<file path="src/rtl/coh_bus_arbiter.sv">
// Snooping-bus arbiter and coherence sequencer for NCPU cores.
// Optional memory-fill timeout: define COH_TIMEOUT_EN.
module coh_bus_arbiter #(
  parameter int NCPU        = 2,
  parameter int ADDR_W      = 11,
  parameter int MEM_TIMEOUT = 64
) (
  input  logic                     clk,
  input  logic                     rst_n,
  input  logic [NCPU-1:0]          read_miss,
  input  logic [NCPU-1:0]          write_miss,
  input  logic [NCPU-1:0]          invalidate,
  input  logic [NCPU*ADDR_W-1:0]   BICO,
  input  logic [NCPU-1:0]          cpu_search_found,
  input  logic                     u_rdy,
  output logic [NCPU-1:0]          grant,
  output logic [NCPU-1:0]          cpu_search,
  output logic [ADDR_W+1:0]        BOCI,
  output logic [2*NCPU-1:0]        cpu_datasel,
  output logic [NCPU-1:0]          invalidate_from_other_cpu,
  output logic                     u_re,
  output logic                     busy,
  output logic                     bus_err
);

  localparam int IW = (NCPU > 1) ? $clog2(NCPU) : 1;

  localparam logic [1:0] T_RD  = 2'b01;
  localparam logic [1:0] T_WR  = 2'b10;
  localparam logic [1:0] T_INV = 2'b11;

  localparam logic [1:0] D_NONE = 2'b00;
  localparam logic [1:0] D_MEM  = 2'b01;
  localparam logic [1:0] D_PEER = 2'b10;
  localparam logic [1:0] D_SUP  = 2'b11;

  typedef enum logic [2:0] {
    S_IDLE,
    S_SNOOP,
    S_DECIDE,
    S_INVAL,
    S_XFER,
    S_MEM,
    S_GRANT
  } state_t;

  state_t              state, nxt;
  logic [IW-1:0]       rr, win, sup;
  logic [1:0]          typ;
  logic [ADDR_W-1:0]   addr;
  logic                hit;
  logic [1:0]          src;

  logic [NCPU-1:0]     req;
  logic [IW-1:0]       pick, cand;
  logic                pick_vld;
  logic [1:0]          ptype;
  logic [ADDR_W-1:0]   paddr;
  logic [NCPU-1:0]     win_oh;
  logic [NCPU-1:0]     hits;
  logic [IW-1:0]       sup_c;
  logic                tmo;

`ifdef COH_TIMEOUT_EN
  localparam int CW = $clog2(MEM_TIMEOUT + 1);
  logic [CW-1:0]       cnt;
  logic                err_q;
`endif

  // Round-robin pick: first requester at or above rr, wrapping.
  always_comb begin
    req      = read_miss | write_miss | invalidate;
    pick     = '0;
    cand     = '0;
    pick_vld = 1'b0;
    for (int k = NCPU - 1; k >= 0; k--) begin
      cand = IW'((int'(rr) + k) % NCPU);
      if (req[cand]) begin
        pick     = cand;
        pick_vld = 1'b1;
      end
    end
  end

  // Winner's request type and address slice.
  always_comb begin
    ptype = T_RD;
    paddr = '0;
    if (invalidate[pick])
      ptype = T_INV;
    else if (write_miss[pick])
      ptype = T_WR;
    for (int i = 0; i < NCPU; i++)
      if (pick == IW'(i))
        paddr = BICO[i*ADDR_W +: ADDR_W];
  end

  // Peer snoop hits; the winner's own hit is ignored.
  always_comb begin
    win_oh = NCPU'(1) << win;
    hits   = cpu_search_found & ~win_oh;
    sup_c  = '0;
    for (int i = NCPU - 1; i >= 0; i--)
      if (hits[i])
        sup_c = IW'(i);
  end

`ifdef COH_TIMEOUT_EN
  // Fill abandoned once MEM has lasted MEM_TIMEOUT cycles.
  always_comb begin
    tmo = (state == S_MEM) && !u_rdy &&
          (cnt == CW'(MEM_TIMEOUT - 1));
  end
`else
  // No timeout: MEM waits for u_rdy indefinitely.
  always_comb begin
    tmo = 1'b0;
  end
`endif

  // Next-state decode.
  always_comb begin
    nxt = state;
    unique case (state)
      S_IDLE:   if (pick_vld) nxt = S_SNOOP;
      S_SNOOP:  nxt = S_DECIDE;
      S_DECIDE: begin
        if (typ != T_RD)  nxt = S_INVAL;
        else if (|hits)   nxt = S_XFER;
        else              nxt = S_MEM;
      end
      S_INVAL: begin
        if (typ == T_INV) nxt = S_GRANT;
        else if (hit)     nxt = S_XFER;
        else              nxt = S_MEM;
      end
      S_XFER:   nxt = S_GRANT;
      S_MEM:    if (u_rdy || tmo) nxt = S_GRANT;
      S_GRANT:  nxt = S_IDLE;
      default:  nxt = S_IDLE;
    endcase
  end

  // State and transaction context registers.
  always_ff @(posedge clk or negedge rst_n) begin
    if (!rst_n) begin
      state <= S_IDLE;
      rr    <= '0;
      win   <= '0;
      typ   <= '0;
      addr  <= '0;
      sup   <= '0;
      hit   <= 1'b0;
      src   <= D_NONE;
    end else begin
      state <= nxt;
      if (state == S_IDLE && pick_vld) begin
        win  <= pick;
        typ  <= ptype;
        addr <= paddr;
        rr   <= (pick == IW'(NCPU - 1)) ? '0 : pick + 1'b1;
        hit  <= 1'b0;
        src  <= D_NONE;
      end
      if (state == S_DECIDE) begin
        hit <= |hits;
        sup <= sup_c;
      end
      if (nxt == S_XFER)
        src <= D_PEER;
      if (nxt == S_MEM && state != S_MEM)
        src <= D_MEM;
      if (tmo)
        src <= D_NONE;
    end
  end

`ifdef COH_TIMEOUT_EN
  // MEM cycle counter and one-cycle error pulse.
  always_ff @(posedge clk or negedge rst_n) begin
    if (!rst_n) begin
      cnt   <= '0;
      err_q <= 1'b0;
    end else begin
      cnt   <= (state == S_MEM) ? cnt + 1'b1 : '0;
      err_q <= tmo;
    end
  end

  assign bus_err = err_q;
`else
  assign bus_err = 1'b0;
`endif

  // Moore output decode.
  always_comb begin
    grant                     = '0;
    cpu_search                = '0;
    invalidate_from_other_cpu = '0;
    u_re                      = 1'b0;
    cpu_datasel               = '0;
    busy                      = (state != S_IDLE);
    BOCI                      = busy ? {typ, addr} : '0;
    unique case (state)
      S_SNOOP: cpu_search = ~win_oh;
      S_INVAL: invalidate_from_other_cpu = ~win_oh;
      S_MEM:   u_re = 1'b1;
      S_GRANT: grant = win_oh;
      default: ;
    endcase
    if (state == S_XFER || state == S_MEM || state == S_GRANT) begin
      for (int i = 0; i < NCPU; i++) begin
        if (src == D_PEER && sup == IW'(i))
          cpu_datasel[2*i +: 2] = D_SUP;
        if (win == IW'(i))
          cpu_datasel[2*i +: 2] = src;
      end
    end
  end

endmodule

</file>
<file path="config.mk">
export PLATFORM = sky130hd
export DESIGN_NAME = coh_bus_arbiter
export DESIGN_NICKNAME = d
export VERILOG_FILES = /design/src/rtl/coh_bus_arbiter.sv
export SDC_FILE = /design/constraint.sdc
export NUM_CORES = 1
export LEC_CHECK = 0
export ABC_CLOCK_PERIOD_IN_PS = 2400
export BUFFER_PORTS_ARGS = -buffer_cell sky130_fd_sc_hd__buf_2
export CAP_MARGIN = 15
export CORE_MARGIN = 2
export CORE_UTILIZATION = 31
export DETAILED_ROUTE_END_ITERATION = 12
export SYNTH_ARGS = -nofsm -noshare
export SYNTH_HDL_FRONTEND = slang
export SYNTH_SLANG_ARGS = --single-unit
</file>
<file path="constraint.sdc">
create_clock -name clk -period 2.4 [get_ports clk]
set_clock_uncertainty 0.2 [all_clocks]
set_input_delay 0.24 -clock clk [delete_from_list [all_inputs] [get_ports clk]]
set_output_delay 0.24 -clock clk [all_outputs]
set_load 0.01 [all_outputs]
</file>
==> results.py <==
metrics = {
    "cts": {
        "cts_max_path_buffers": 2,
        "cts.repair.resized": 0,
        "h-tree-depth": 1,
        "post-cts-setup-buffers": 0,
        "clk_pin_slew_ns": 0.09,
        "cts_root_buf": "clkbuf_8",
        "hold_buffers": 12,
        "numCtsBuffers": 3,
        "clock_sinks": 22,
        "insertion_delay_ns": 0.27,
        "cts_tree": "done",
    },
    "sta": {
        "finalHoldViolCount": 0,
        "setup_tns_ns": 0,
        "finalSetupViolations": 0,
        "rsz0062_at_grt": "no",
        "max_freq_mhz": 477,
        "min_period_over_period_pct": 87.3,
        "whs_ns": 0.0000935,
        "fin_crit_ns": 2.10,
        "slew_violations": 0,
    },
    "synthesis": {
        "synthTopCellsByArea": "dfrtp_1 (41%), a221o_1 (8.1%), nor2b_1 (6.5%)",
        "syn_area_per_cell_um2": 9.23,
        "synth_edf_count": 0,
        "yosys.area.top_type_share_pct": 40.6,
        "synthDistinctLibCells": 37,
        "synth_seq_cells": 22,
        "syn_nets": 180,
        "syn_area_mm2": 0.00136,
        "synth_seq_area_share_pct": 40.6,
        "yosys_warnings": 0,
        "postSynthCellCount": 147,
        "yosysTopAreaCell": "dfrtp_1",
        "ys.flop_type": "dfrtp_1",
        "synthArstFlopShare_pct": 100,
    },
    "setup_path": {
        "cp.required_ns": 2.36,
        "crit_arrival_ns": 2.06,
        "critPathKind": "reg -> reg",
        "cp-start-kind": "flop",
        "cp-end-kind": "flop",
        "cp_max_fo": 18,
    },
    "status": {
        "status": "complete, no violations",
    },
    "finish": {
        "fin_util_pct": 43.6,
        "area_delta_synth_final_pct": 38.1,
        "num_antenna_cells": 0,
        "fin_area_mm2": 0.00187,
        "final_nets": 249,
        "drive_gt1_share_pct": 34.0,
    },
    "drt": {
        "ant_nets": 0,
        "via_per_inst": 4.94,
        "first_iter_violations": 45,
        "firstDrtPassIters": 4,
        "avgRoutedWirePerCell_um": 13.0,
        "num_vias": 1319,
        "wirelength_um": 3470,
        "drc": 0,
    },
    "power": {
        "ir_drop_mv": 0.541,
        "p_total_uw": 2290,
        "cellLeakagePower_uw": 0.000901,
        "powerDensity_mw_per_mm2": 1220,
    },
    "grt": {
        "grt_pass1_wl_um": 5910,
        "antenna_found_initial": 0,
        "track_usage_pct": 14.7,
        "grt_pass1_vias": 1299,
        "grt-ovfl-total": 0,
        "grt_max_degree": 23,
    },
    "floorplan": {
        "dieHeight_um": 70.1,
        "rows": 24,
        "start_util_pct": 31.6,
        "die_area_mm2": 0.00492,
        "core_mm2": 0.00429,
        "chipWidth_um": 70.1,
        "io_pins": 59,
    },
    "flow_run": {
        "cap_violations": 0,
    },
    "min_path": {
        "hold_class": "in -> reg",
    },
    "placed_design": {
        "io_buffer_count": 57,
        "routabilityCongestion": 0.770,
        "dp.final_hpwl_um": 2370,
        "post_dp_cell_area_mm2": 0.00167,
    },
}
==> synthesized netlist by cell type (3+ instances only) <==
| library cell | number |
|---|---|
| nand2b_1 | 4 |
| nand2_1 | 10 |
| nor3_2 | 3 |
| a21oi_1 | 6 |
| a221o_1 | 11 |
| o21ai_0 | 4 |
| nor2_1 | 13 |
| buf_2 | 4 |
| nor2b_1 | 14 |
| inv_1 | 3 |
| and2_1 | 12 |
| nor3_1 | 7 |
| dfrtp_1 | 22 |
| nor3b_1 | 3 |
==> final cells by class <==
class | instances | area, um2
Timing Repair Buffer | 73 | 438
Sequential cell | 22 | 551
Tap cell | 52 | 65.1
Fill cell | 427 | 2420
Clock inverter | 1 | 30.0
Multi-Input combinational cell | 112 | 733
Inverter | 4 | 15.0
Clock buffer | 3 | 41.3
==> critical path, stage by stage (launching register included) <==
cell	delay, ns
dfrtp_1	0.51
nor3_4	0.29
inv_2	0.18
a21oi_4	0.41
nor2b_1	0.12
a221o_1	0.27
==> per-layer routing <==
| metal | share of wire [%] | track usage, % | routed length (um) |
|---|---|---|---|
| met1 | 46 | 19.9 | 1610 |
| met2 | 46 | 24.6 | 1600 |
| met3 | 6.6 | 2.45 | 228 |
| met4 | 1.1 | 3.85 | 37 |
| met5 | 0 | 0 | 0 |
==> where the power goes <==
group	internal, uW	leakage (uW)	switching, uW
Clock	223	0.0000357	128
Combinational	594	0.000597	615
Sequential	547	0.000268	183
Total	1360	0.000901	926
==> layout by cell type (no fill, tap or decap), types with 4 or more instances in the layout <==
master         synthesis  layout
a21oi_1                6       6
nand2b_1               4       4
and2_1                12      12
nor2b_1               14      14
nor2_1                13      13
o21ai_0                4       4
a221o_1               11      11
buf_2                  4      57
nor3_1                 7       7
dfrtp_1               22      22
nand2_1               10      10
dlygate4sd3_1          0      13
==> flip-flops by register name, summed over array words and instances, names as in the netlist <==
name,flops
state,3
src,2
hit,1
typ,2
addr,11
sup,1
win,1
rr,1
==> through the flow <==
| step | cells | setup slack [ns] |
|---|---|---|
| after floorplan | 147 | 0.660 |
| after global placement | 250 | 0.335 |
| after detailed placement | 250 | 0.282 |
| after CTS | 266 | 0.273 |
| after global routing | 267 | 0.106 |
| final | 267 | 0.304 |
==> final timing paths <==
kind	from	to	depth (start not counted)	slack, ns
min	BICO[20]	addr[9]$_DFFE_PN0P_	2	0.00009
min in group asynchronous	rst_n	addr[0]$_DFFE_PN0P_	2	0.28
max	state[2]$_DFF_PN0_	addr[10]$_DFFE_PN0P_	5	0.30
min reg2reg	sup$_DFFE_PN0P_	sup$_DFFE_PN0P_	2	0.33
max in group asynchronous	rst_n	typ[1]$_DFFE_PN0P_	2	1.38
max reg2reg	state[2]$_DFF_PN0_	addr[10]$_DFFE_PN0P_	5	0.30
==> cell families after synthesis <==
| family | Yosys count | share of synthesized area (%) |
|---|---|---|
| AO/OA/AOI/OAI | 33 | 19.6 |
| XOR/XNOR | 1 | 0.646 |
| buffers and inverters | 13 | 5.35 |
| flip-flops | 22 | 40.6 |
| multiplexers | 1 | 0.738 |
| other | 1 | 0.276 |
| AND/OR/NAND/NOR | 76 | 32.8 |
No activity file was read; power rests on OpenSTA's default activity.
